[src/rtl/generador_ciclo_rtc_pkg.sv]
// Shared definitions for the RTC bus-cycle sequencer: state encoding, default
// phase lengths and the registered output bundle.
package generador_ciclo_rtc_pkg;

    localparam logic [2:0] ST_IDLE = 3'd0;
    localparam logic [2:0] ST_ADDR = 3'd1;
    localparam logic [2:0] ST_HOLD = 3'd2;
    localparam logic [2:0] ST_TURN = 3'd3;
    localparam logic [2:0] ST_DATA = 3'd4;
    localparam logic [2:0] ST_REC  = 3'd5;
    localparam logic [2:0] ST_DONE = 3'd6;

    typedef enum logic [2:0] {
        IDLE = ST_IDLE,
        ADDR = ST_ADDR,
        HOLD = ST_HOLD,
        TURN = ST_TURN,
        DATA = ST_DATA,
        REC  = ST_REC,
        DONE = ST_DONE
    } estado_t;

    localparam int T_ADDR_DEF = 4;
    localparam int T_HOLD_DEF = 2;
    localparam int T_DATA_DEF = 8;
    localparam int T_REC_DEF  = 4;
    localparam int CNT_W_DEF  = 4;

    typedef struct packed {
        logic cs_n;
        logic as_rtc;
        logic rd_n;
        logic wr_n;
        logic flag_dato;
        logic direccion_dato;
        logic controlador_dato;
        logic captura;
        logic busy;
        logic done;
    } salidas_t;

    // Idle/reset level of every output: strobes inactive, mux parked.
    localparam salidas_t SALIDAS_REPOSO = salidas_t'(10'b10_1100_0000);

    // Cycles from accepted start to the done cycle (inclusive), so the control
    // FSM can budget a whole access.
    function automatic int duracion_ciclo(input int ta, input int th,
                                          input int td, input int tr);
        return ta + th + 1 + td + tr + 1;
    endfunction

endpackage

[src/rtl/generador_ciclo_rtc.sv]
// RTC multiplexed address/data bus-cycle sequencer (address, hold, turnaround,
// data, recovery, done). Optional watchdog/error output: RTC_TIMEOUT_CNT_EN.
module generador_ciclo_rtc
    import generador_ciclo_rtc_pkg::*;
#(
    parameter int T_ADDR = T_ADDR_DEF,
    parameter int T_HOLD = T_HOLD_DEF,
    parameter int T_DATA = T_DATA_DEF,
    parameter int T_REC  = T_REC_DEF,
    parameter int CNT_W  = CNT_W_DEF
) (
    input  logic clk,
    input  logic reset,
    input  logic start,
    input  logic rw,
    output logic busy,
    output logic done,
`ifdef RTC_TIMEOUT_CNT_EN
    output logic error,
`endif
    output logic cs_n,
    output logic as_rtc,
    output logic rd_n,
    output logic wr_n,
    output logic flag_dato,
    output logic direccion_dato,
    output logic controlador_dato,
    output logic captura
);

    localparam logic [CNT_W-1:0] CARGA_ADDR = CNT_W'(T_ADDR - 1);
    localparam logic [CNT_W-1:0] CARGA_HOLD = CNT_W'(T_HOLD - 1);
    localparam logic [CNT_W-1:0] CARGA_DATA = CNT_W'(T_DATA - 1);
    localparam logic [CNT_W-1:0] CARGA_REC  = CNT_W'(T_REC - 1);
    localparam logic [CNT_W-1:0] UNO        = CNT_W'(1);

    estado_t          state_q, state_d;
    logic [CNT_W-1:0] cnt_q, cnt_d;
    logic             rw_q, rw_d;
    salidas_t         sal_q, sal_d;

`ifdef RTC_TIMEOUT_CNT_EN
    logic [7:0] wdog_q, wdog_d;
    logic       to_q, to_d;
    logic       error_q, error_d;
`endif

    always_comb begin
        state_d = state_q;
        cnt_d   = cnt_q;
        rw_d    = rw_q;
`ifdef RTC_TIMEOUT_CNT_EN
        to_d    = to_q;
        error_d = error_q;
        wdog_d  = (state_q == IDLE) ? 8'd0
                : (wdog_q == 8'hFF) ? wdog_q : wdog_q + 8'd1;
`endif
        if (state_q == IDLE) begin
            if (start) begin
                state_d = ADDR;
                cnt_d   = CARGA_ADDR;
                rw_d    = rw;
`ifdef RTC_TIMEOUT_CNT_EN
                to_d    = 1'b0;
                error_d = 1'b0;
`endif
            end
        end else if (cnt_q != '0) begin
            cnt_d = cnt_q - UNO;
        end else begin
            // Phase expired: load the length of the next phase on entry.
            case (state_q)
                ADDR:    begin state_d = HOLD; cnt_d = CARGA_HOLD; end
                HOLD:    begin state_d = TURN; cnt_d = '0;         end
                TURN:    begin state_d = DATA; cnt_d = CARGA_DATA; end
                DATA:    begin state_d = REC;  cnt_d = CARGA_REC;  end
                REC:     begin state_d = DONE; cnt_d = '0;         end
                DONE:    begin state_d = IDLE; cnt_d = '0;         end
                default: begin state_d = IDLE; cnt_d = '0;         end
            endcase
        end
`ifdef RTC_TIMEOUT_CNT_EN
        // Stuck cycle: release the bus through a one-cycle REC, then DONE.
        if (wdog_q == 8'd254 && (state_q == ADDR || state_q == HOLD ||
                                 state_q == TURN || state_q == DATA)) begin
            state_d = REC;
            cnt_d   = '0;
            to_d    = 1'b1;
        end
        if (state_d == DONE && (to_q || to_d)) error_d = 1'b1;
`endif
    end

    // Outputs are decoded from the next state so they switch on the same edge.
    always_comb begin
        sal_d = SALIDAS_REPOSO;
        case (state_d)
            ADDR: begin
                sal_d.cs_n = 1'b0; sal_d.as_rtc = 1'b1; sal_d.flag_dato = 1'b1;
                sal_d.controlador_dato = 1'b1; sal_d.busy = 1'b1;
            end
            HOLD: begin
                sal_d.cs_n = 1'b0; sal_d.flag_dato = 1'b1;
                sal_d.controlador_dato = 1'b1; sal_d.busy = 1'b1;
            end
            TURN: begin
                sal_d.cs_n = 1'b0; sal_d.direccion_dato = 1'b1; sal_d.busy = 1'b1;
            end
            DATA: begin
                sal_d.cs_n             = 1'b0;
                sal_d.flag_dato        = 1'b1;
                sal_d.direccion_dato   = 1'b1;
                sal_d.controlador_dato = rw_d;
                sal_d.wr_n             = ~rw_d;
                sal_d.rd_n             = rw_d;
                sal_d.captura          = ~rw_d && (cnt_d == '0);
                sal_d.busy             = 1'b1;
            end
            REC:  sal_d.busy = 1'b1;
            DONE: begin sal_d.busy = 1'b1; sal_d.done = 1'b1; end
            default: sal_d = SALIDAS_REPOSO;
        endcase
    end

    always_ff @(posedge clk or negedge reset) begin
        if (!reset) begin
            state_q <= IDLE;
            cnt_q   <= '0;
            rw_q    <= 1'b0;
            sal_q   <= SALIDAS_REPOSO;
`ifdef RTC_TIMEOUT_CNT_EN
            wdog_q  <= 8'd0;
            to_q    <= 1'b0;
            error_q <= 1'b0;
`endif
        end else begin
            state_q <= state_d;
            cnt_q   <= cnt_d;
            rw_q    <= rw_d;
            sal_q   <= sal_d;
`ifdef RTC_TIMEOUT_CNT_EN
            wdog_q  <= wdog_d;
            to_q    <= to_d;
            error_q <= error_d;
`endif
        end
    end

    assign cs_n             = sal_q.cs_n;
    assign as_rtc           = sal_q.as_rtc;
    assign rd_n             = sal_q.rd_n;
    assign wr_n             = sal_q.wr_n;
    assign flag_dato        = sal_q.flag_dato;
    assign direccion_dato   = sal_q.direccion_dato;
    assign controlador_dato = sal_q.controlador_dato;
    assign captura          = sal_q.captura;
    assign busy             = sal_q.busy;
    assign done             = sal_q.done;
`ifdef RTC_TIMEOUT_CNT_EN
    assign error            = error_q;
`endif

endmodule

[config.mk]
export PLATFORM = sky130hd
export DESIGN_NAME = generador_ciclo_rtc
export DESIGN_NICKNAME = d
export VERILOG_FILES = /design/src/rtl/generador_ciclo_rtc_pkg.sv /design/src/rtl/generador_ciclo_rtc.sv
export SDC_FILE = /design/constraint.sdc
export NUM_CORES = 1
export LEC_CHECK = 0
export CORE_MARGIN = 2
export CORE_UTILIZATION = 42
export DETAILED_ROUTE_END_ITERATION = 7
export DONT_BUFFER_PORTS = 1
export GPL_ROUTABILITY_DRIVEN = 1
export HOLD_SLACK_MARGIN = 0.02
export PLACE_DENSITY = 0.71
export SYNTH_ARGS = -nofsm -noshare
export SYNTH_HDL_FRONTEND = slang
export SYNTH_SLANG_ARGS = --single-unit
[constraint.sdc]
create_clock -name clk -period 1.8 [get_ports clk]
set_clock_uncertainty 0.05 [all_clocks]
set_input_delay 0.09 -clock clk [delete_from_list [all_inputs] [get_ports clk]]
set_output_delay 0.09 -clock clk [all_outputs]
set_load 0.01 [all_outputs]
# Word level (Yosys, flattened, before mapping)
# Cells that the tools add are included.
# totals
wordCells	54
output_inout_bits	10
reg_bits	18
# op_classes
bitwise_logic	1
n_mux	19
add_sub_neg	1
eq_ne	11
n_reduce_logical	9
# ops
cell	n
3-bit equality test (second input constant)	5
3-bit case mux with 5 select lines	1
3-bit by 2-bit equality test with 1-bit output (second input constant)	4
4-bit 2-to-1 mux	3
1-bit 2-to-1 mux	9
3-bit 2-to-1 mux	3
3-bit case mux with 3 select lines	1
3-bit by 1-bit equality test with 1-bit output (second input constant)	2
6-bit OR reduction	1
4-bit logical NOT	1
4-bit nonzero test	1
2-bit OR reduction	2
4-bit OR reduction	1
4-bit by 1-bit subtractor with 4-bit output (second input constant)	1
3-bit logical NOT	1
3-bit OR reduction	1
2-bit 2-to-1 mux	1
1-bit case mux with 2 select lines	1
1-bit logical AND	1
1-bit NOT	1

# Logic depth before layout (Yosys ltp)
# Gate-level depths: netlist (run 1).
# depth
depth_word	7
ltp_mapped	8
mapped_depth_nobuf	8

# Worst setup path after synthesis (run 1)
# Ideal clock, no wire load.
# synth_timing
path_type	register -> register
startpoint	reg cnt_q[0]
endpoint	reg sal_q (netlist bit controlador_dato)
period_less_slack_ps	1955
path_buffers	0
t_required_ps	1663
setup_ps	87
arrival_ps	1819
stages_incl_launch_ff	9
slack_ps	-155
cell_sequence	dfrtp_1 -> inv_1 -> ha_1 -> or3b_1 -> nor3b_1 -> o31ai_4 -> inv_2 -> nand3_1 -> o211ai_1
# synth_rtl
element	line_no	text
from (decl)	generador_ciclo_rtc.sv:38	logic [CNT_W-1:0] cnt_q, cnt_d;
from (signal assigned)	generador_ciclo_rtc.sv:138	cnt_q <= cnt_d;
to (signal assigned)	generador_ciclo_rtc.sv:140	sal_q <= sal_d;
to (decl)	generador_ciclo_rtc.sv:40	salidas_t sal_q, sal_d;

==> impl_metrics.yaml, run 1 <==
cells_and_area:
  syn2layout_area_growth_pct: 43.3
  design_area_um2: 1340
  antenna_cells: 0
  layout_common_cells: "buf_4 (24), dfrtp_1 (15), inv_2 (4), inv_1 (4), nand2_1 (4)"
  final_common_cell: "buf_4"
  drive_above_1_share: 0.538
  multi_input_area_um2: 549
  regArea_um2: 454
  nFillCells: 173
  num-nets-final: 124
  top_register: "cnt_q"
  reg_top3: "cnt_q: 4 flops, state_q: 3 flops"
  largest_register_ffs: 4
placed_design:
  dp_hpwl_mm: 1.53
  placed_area_um2: 1130
  io_buffers: 0
  preCtsSetupSlack_ps: -176
  gp_congestion: 0.872
routing:
  routed_via_density: 5.44
  num_vias: 789
  antenna_left: 0
  drcViolationCount: 0
  routed_wirelength_mm: 2.43
  first_pass_iters: 4
  wl_per_cell_um: 16.8
  drt_iter0_markers: 9
pwr:
  leakage_nw: 0.616
  p_clk_frac: 0.089
  power_switching_mw: 1.23
  p_per_area_nw_per_um2: 2110
  max-vdd-ir-drop_v: 0.00130
  p_seq_frac: 0.252
  power.internal_mw: 1.61
  p_sw_frac: 0.432
  p_comb_frac: 0.659
die:
  num_rows: 17
  die_area_um2: 2630
  ios: 14
  die_height_um: 51.2
  die_width_um: 51.2
  core_um2: 2170
  start_util: 0.432
sta:
  setup_viol: 11
  tightest_slew_ps: 820
  hold_violations: 0
  slew_headroom: 0.452
  slew_violations: 0
  min_period_ps: 1990
  layout_setup_ws_ps: -194
  rsz0062_at_grt: "true"
  fmax_mhz: 502
  finalCritPeriodShare: 1.11
  setup_tns_ps: -1170
synth:
  synth_compound_area_frac: 0.166
  synth_top_area_cell: "dfrtp_1"
  synthDistinctLibCells: 42
  ys_warn_count: 0
  synth.area.mux_share: 0.0107
  synth_fa_ha_area_frac: 0.0267
  synth.top_cell.area_share: 0.401
  ys_seq_elements: 18
  synth.yosys.seq_area_share: 0.485
  synthesis.instances: 88
  synth-xor-area-share: 0.00935
  synth_top_family_by_area: "simple AND/OR/NAND/NOR gates"
  synthTopCellsByArea: "dfrtp_1 (40%), dfstp_2 (8.4%), nand2_1 (3.2%), inv_1 (2.8%), ha_1 (2.7%)"
  synthesis.nets: 94
  yosys.area_share.simple: 0.243
  syn_area_um2: 937
  syn_area_per_cell_um2: 10.6
global_routing:
  track_usage: 0.187
  grt_pass1_vias: 786
  antenna_found_initial: 0
  grt_max_degree: 19
  grt_pass1_wl_mm: 3.60
  overflow: 0
cts:
  cts_tree: "built"
  clkTransAtPathRegs_ps: 100
  numCtsBuffers: 3
  worstSkewPairLatency_ps: 300
  cts_sinks: 18
  ctsLongestPathBuffers: 2
  ctsHtreeMaxLevel: 1
  clock-root-buffer: "clkbuf_4"
setup_path:
  worstSetupStartpointType: "flip-flop"
  worst-path-max-fanout: 5
  worst-setup-path-type: "reg -> reg"
  crit_required_ps: 1930
  rrSetupSlack_ps: -190
  arrival_ps: 2120
  end_kind: "flip-flop"
run:
  maxCapViolCount: 0
outcome:
  status: "finished, violations left"
  violations: "setup timing"
worst_hold_path:
  hp-class: "in -> reg"
[synth_stat cells, drive strengths merged]
master / instances
and4bb: 1
nand4: 3
nand2b: 1
dfrtp: 15
nand2: 8
o31ai: 2
xnor2: 1
o22ai: 2
a32oi: 1
ha: 2
a21oi: 4
buf: 3
nor2: 4
and2b: 2
or3: 1
o211ai: 1
o32ai: 1
mux2i: 1
nor4: 1
or4b: 1
a21boi: 1
or4: 1
nor2b: 1
a222oi: 1
nand4bb: 1
nand3: 4
nor3: 3
or2: 1
o311ai: 1
dfstp: 3
or3b: 1
inv: 9
o21ai: 3
or4bb: 1
nor3b: 1
a22oi: 1
[logic make-up (layout without fill, tap and decap cells)]
group	Yosys count	in the layout
buffers and inverters	12	41
DFF	18	18
adders and majority gates	2	2
and+or+nand+nor	36	36
xor gates and xnor gates	1	1
muxes	1	1
AOI/OAI and AO/OA	18	18
[final cells by class]
cell class,instances,share of cell area
flip-flops and latches,18,0.338
multi-input cells,58,0.409
well taps,28,0.0261
clock buffers,4,0.0270
repair buffers,28,0.172
inverters,9,0.0270
[timing repair]
action,CTS,global route
hold buffers,2,0
setup buffers,2,4
gates resized for setup,15,9
gates cloned,0,0
endpoints found under the setup margin,11,12
hold endpoints to repair,19,0
pin swaps,4,11
[routing by layer]
metal | GRT usage | part of all wire | up-vias
li1 | - | - | 377
met1 | 0.226 | 0.39 | 375
met2 | 0.323 | 0.52 | 26
met3 | 0.0556 | 0.052 | 11
met4 | 0.0526 | 0.036 | 0
met5 | 0 | 0 | -
[through the flow]
step | util | power, mW | std cells | hold slack (ps)
floorplan | - | 1.59 | 88 | -256
global placement | 0.520 | 2.01 | 133 | -255
detailed placement | 0.520 | 2.06 | 133 | -255
CTS | 0.584 | 2.56 | 141 | 139
global route | 0.619 | 3.00 | 145 | 145
finish | 0.619 | 2.84 | 145 | 133
[critical path, stage by stage, from the launching register on]
cell and delay, ps:
dfrtp_1 410, inv_2 100, ha_4 150, or4bb_4 510, a21oi_4 180, o31ai_4 100, buf_4 160, nand4_1 110
o211ai_1 110
[path summary, 6_finish.rpt]
path	to	startpoint	depth (start not counted)
min in group asynchronous	cnt_q[1]	reset	1
hold / removal	captura	start	3
setup / recovery	controlador_dato	cnt_q[0]	8
hold reg to reg	rw_q	rw_q	2
max in group asynchronous	controlador_dato	reset	1
setup reg to reg	controlador_dato	cnt_q[0]	8
[power by group through the flow]
stage | logic (mW) | registers (mW) | clock network [mW]
floorplan | 0.880 | 0.708 | 0
global placement | 1.30 | 0.710 | 0
detailed placement | 1.35 | 0.710 | 0
CTS | 1.60 | 0.707 | 0.257
global route | 2.00 | 0.735 | 0.271
finish | 1.87 | 0.715 | 0.253
(Power assumes the default switching activity.)
==> run 2, diff against run 1 <==
--- a/config.mk
+++ b/config.mk
@@ -5,6 +5,7 @@
 export SDC_FILE = /design/constraint.sdc
 export NUM_CORES = 1
 export LEC_CHECK = 0
+export CORE_ASPECT_RATIO = 0.6
 export CORE_MARGIN = 2
 export CORE_UTILIZATION = 42
 export DETAILED_ROUTE_END_ITERATION = 7
==> impl_metrics.yaml, run 2 (synthesis results as in run 1) <==
outcome:
  status: "finished, violations left"
  violations: "setup timing"
sta:
  tightest_slew_ps: 758
  finalCritPeriodShare: 1.11
  slew_headroom: 0.493
  setup_viol: 10
  fmax_mhz: 501
  slew_violations: 0
  min_period_ps: 2000
  layout_setup_ws_ps: -195
  hold_violations: 0
  rsz0062_at_grt: "true"
worst_hold_path:
  hold_path_end: "cnt_q[1]"
  hp-class: "in -> reg"
  min-delay-start: "start"
  holdPathStages: 2
setup_path:
  r2r-end: "controlador_dato"
  worst-path-max-fanout: 7
  worst-setup-path-type: "reg -> reg"
  rr_startpoint: "cnt_q[1]"
  ff2ff_path_depth: 7
  end_kind: "flip-flop"
  arrival_ps: 2060
  cp_slowest_stage_delay_ps: 510
  crit_path_cell_trace: "inv_2 > ha_4 > or4bb_4 > a22oi_4 > inv_4 > nand4_1 > o211ai_1"
  rrSetupSlack_ps: -200
  worstSetupStartpointType: "flip-flop"
  critPathSlowestCell: "or4bb_4"
  crit_required_ps: 1870
pwr:
  max-vdd-ir-drop_v: 0.000729
  p_per_area_nw_per_um2: 2160
  leakage_nw: 0.628
  p_total_mw: 2.87
cts:
  ctsHtreeMaxLevel: 1
  worstSkewPairLatency_ps: 250
  ctsLongestPathBuffers: 2
  cts_sinks: 18
  numCtsBuffers: 3
  clkTransAtPathRegs_ps: 70
  clock-root-buffer: "clkbuf_8"
  cts_tree: "built"
routing:
  routed_wirelength_mm: 2.45
  antenna_left: 0
  wl_per_cell_um: 16.7
  num_vias: 844
  drt_iter0_markers: 46
  routed_via_density: 5.74
  first_pass_iters: 4
  drcViolationCount: 0
die:
  start_util: 0.440
  die_width_um: 65.0
  core_um2: 2130
  die_area_um2: 2640
  die_height_um: 40.6
  num_rows: 13
  ios: 14
global_routing:
  grt_max_degree: 19
  grt_pass1_vias: 818
  antenna_found_initial: 0
  overflow: 0
  track_usage: 0.193
  grt_pass1_wl_mm: 3.61
cells_and_area:
  utilization: 0.624
  largest_register_ffs: 4
  fin_cells: 147
  antenna_cells: 0
  layout_common_cells: "buf_4 (23), dfrtp_1 (15), inv_1 (5), nand2_1 (5)"
  final_common_cell: "buf_4"
  top_register: "cnt_q"
  design_area_um2: 1330
  drive_above_1_share: 0.547
  syn2layout_area_growth_pct: 41.9
  num-nets-final: 124
  reg_top3: "cnt_q: 4 flops, state_q: 3 flops"
placed_design:
  io_buffers: 0
  placed_area_um2: 1150
  gp_congestion: 0.966
  dp.cells: 138
  dp_hpwl_mm: 1.74
run:
  maxCapViolCount: 0
## run 2: changes by cell type in the layout (fill, tap and decap cells not counted), moves of 2 or more
cell      before  now
buf_6          1    3
clkbuf_4       3    0
a21oi_1        3    1
clkbuf_8       1    3
a21oi_2        0    2
nand2_4        3    1
nand2_2        0    2
## run 2: layout make-up
class	count	area, µm²
Multi-Input combinational cell	58	531
Sequential cell	18	454
Inverter	9	36.3
Fill cell	172	801
Clock buffer	4	45.0
Timing Repair Buffer	28	226
Tap cell	30	37.5
## run 2: timing repair
action,CTS,global route
setup buffers,2,3
resized for setup,5,18
hold endpoints to repair,19,0
cloned,0,0
pin swaps,6,10
endpoints found under the setup margin,12,14
hold buffers,2,0
## run 2: how the worst max path moves through the flow
stage	from	end	slack, ps	depth (start not counted)
after floorplan	cnt_q[0]	controlador_dato	-50	8
after global placement	cnt_q[1]	captura	-110	7
after detailed placement	cnt_q[0]	controlador_dato	-180	7
after CTS	cnt_q[0]	controlador_dato	-160	7
after global routing	state_q[2]	captura	-280	5
final	cnt_q[1]	controlador_dato	-200	7
## run 2: power by group
group          switching [mW]  internal [mW]
sequential              0.132          0.585
combinational           0.958          0.915
clock                   0.126          0.157
## run 2: critical path, delay by kind of cell, from the launching register on
kind / cells / cell delay (ps)
simple gates: 2 / 650
fa+ha+maj: 1 / 130
flops: 1 / 390
compound gates: 2 / 470
buf+inv: 2 / 160
## run 2: stage by stage
stage | TNS (ps) | worst slack (ps) | hold slack, ps
2_1_floorplan | -159 | -54.6 | -256
4_1_cts | -923 | -160 | 188
3_5_place_dp | -1090 | -175 | -255
6_report | -1100 | -195 | 218
5_1_grt | -2060 | -278 | 205
3_3_place_gp | -507 | -112 | -255
## run 2: metal layers
layer | up-vias | wire length, µm | share of wire | track usage
li1 | 377 | - | - | -
met5 | - | 0 | 0 | 0
met3 | 6 | 176 | 0.072 | 0.0646
met1 | 422 | 1010 | 0.41 | 0.224
met4 | 0 | 34 | 0.014 | 0.0745
met2 | 39 | 1230 | 0.50 | 0.343
==> run 3, diff against run 2 <==
--- a/config.mk
+++ b/config.mk
@@ -12,7 +12,7 @@
 export DONT_BUFFER_PORTS = 1
 export GPL_ROUTABILITY_DRIVEN = 1
 export HOLD_SLACK_MARGIN = 0.02
-export PLACE_DENSITY = 0.71
+export PLACE_DENSITY = 0.7
 export SYNTH_ARGS = -nofsm -noshare
 export SYNTH_HDL_FRONTEND = slang
 export SYNTH_SLANG_ARGS = --single-unit
==> impl_metrics.yaml, run 3 (synthesis results as in run 1) <==
die:
  start_util: 0.440
  die_area_um2: 2640
  die_height_um: 40.6
  core_um2: 2130
  ios: 14
  num_rows: 13
  die_width_um: 65.0
run:
  maxCapViolCount: 0
routing:
  drt_iter0_markers: 39
  antenna_left: 0
  first_pass_iters: 4
  wl_per_cell_um: 16.7
  routed_wirelength_mm: 2.49
  num_vias: 826
  drcViolationCount: 0
  routed_via_density: 5.54
cts:
  cts_tree: "built"
  cts_sinks: 18
  worstSkewPairLatency_ps: 260
  ctsHtreeMaxLevel: 1
  clock-root-buffer: "clkbuf_8"
  ctsLongestPathBuffers: 2
  clkTransAtPathRegs_ps: 70
  numCtsBuffers: 3
sta:
  slew_violations: 0
  fmax_mhz: 499
  tightest_slew_ps: 773
  min_period_ps: 2000
  slew_headroom: 0.483
  layout_setup_ws_ps: -203
  setup_viol: 12
  rsz0062_at_grt: "true"
  hold_violations: 0
  timing.hold.ws_ps: 148
  finalCritPeriodShare: 1.11
setup_path:
  rr_startpoint: "cnt_q[1]"
  worst-path-max-fanout: 4
  r2r-end: "flag_dato"
  worst-setup-path-type: "reg -> reg"
  crit_path_cell_trace: "inv_2 > ha_4 > or4bb_4 > a22oi_4 > buf_6 > nand2_4 > nand2_1 > o21ai_2"
  cp_top_family: "simple AND/OR/NAND/NOR gates"
  worstSetupStartpointType: "flip-flop"
  ff2ff_path_depth: 8
  critPathBufInv: 2
  end_kind: "flip-flop"
  arrival_ps: 2090
  critPathSlowestCell: "or4bb_4"
  cp_slowest_stage_delay_ps: 510
  crit_required_ps: 1890
  rrSetupSlack_ps: -200
cells_and_area:
  top_register: "cnt_q"
  syn2layout_area_growth_pct: 45.3
  num-nets-final: 126
  antenna_cells: 0
  drive_above_1_share: 0.538
  nFillCells: 178
  final_common_cell: "buf_4"
  regArea_um2: 454
  reg_top3: "cnt_q: 4 flops, state_q: 3 flops"
  largest_register_ffs: 4
  multi_input_area_um2: 529
  design_area_um2: 1360
  layout_common_cells: "buf_4 (23), dfrtp_1 (15), nand2_1 (6)"
global_routing:
  overflow: 0
  grt_max_degree: 19
  track_usage: 0.203
  grt_pass1_vias: 702
  grt_pass1_wl_mm: 3.57
  antenna_found_initial: 0
pwr:
  p_sw_frac: 0.423
  p_per_area_nw_per_um2: 2160
  power_switching_mw: 1.24
  p_comb_frac: 0.641
  power.internal_mw: 1.70
  p_clk_frac: 0.113
  leakage_nw: 0.631
  p_seq_frac: 0.246
  p_total_mw: 2.94
  max-vdd-ir-drop_v: 0.00104
worst_hold_path:
  holdPathStages: 2
  hp-class: "in -> reg"
  min-delay-start: "start"
  hold_path_end: "cnt_q[1]"
outcome:
  status: "finished, violations left"
  violations: "setup timing"
placed_design:
  gp_congestion: 0.837
  io_buffers: 0
  placed_area_um2: 1110
  dp_hpwl_mm: 1.62
[run 3: layer usage]
layer,global-route usage,part of all wire,vias to the layer above
met3,0.0646,0.059,6
met1,0.279,0.48,401
met2,0.289,0.44,37
li1,-,-,382
met4,0.0957,0.019,0
met5,0,0,-
[run 3: metrics by stage]
step           TNS, ps  cells   util  worst slack [ps]
2_1_floorplan     -159     88      -             -54.6
3_3_place_gp     -1250    132  0.520              -223
3_5_place_dp     -1600    132  0.520              -228
4_1_cts           -849    146  0.615              -166
5_1_grt          -1880    149  0.639              -261
6_report         -1180    149  0.639              -203
[run 3: how the worst max path moves through the flow]
stage               start          endpoint  cells after the start
2_1_floorplan    cnt_q[0]  controlador_dato                      8
3_3_place_gp     cnt_q[1]           captura                      7
3_5_place_dp     cnt_q[1]           captura                      7
4_1_cts        state_q[2]           captura                      5
5_1_grt        state_q[2]           captura                      5
6_report         cnt_q[1]         flag_dato                      8
[run 3: area by class of cell]
class,count,area share
Clock buffer,4,0.0404
Inverter,9,0.0267
Multi-Input combinational cell,58,0.389
Sequential cell,18,0.334
Tap cell,30,0.0276
Timing Repair Buffer,30,0.183
[run 3: timing repair]
item | CTS | global route
pin swaps | 8 | 8
hold endpoints to repair | 19 | 0
setup buffers | 8 | 3
hold buffers | 2 | 0
endpoints found under the setup margin | 12 | 13
gates resized for setup | 17 | 7
[run 3: power by group through the flow]
stage / Sequential (mW) / Combinational (mW) / Clock [mW]
2_1_floorplan: 0.708 / 0.880 / 0
3_3_place_gp: 0.717 / 1.29 / 0
3_5_place_dp: 0.723 / 1.33 / 0
4_1_cts: 0.722 / 1.68 / 0.340
5_1_grt: 0.744 / 1.99 / 0.366
6_report: 0.724 / 1.88 / 0.332
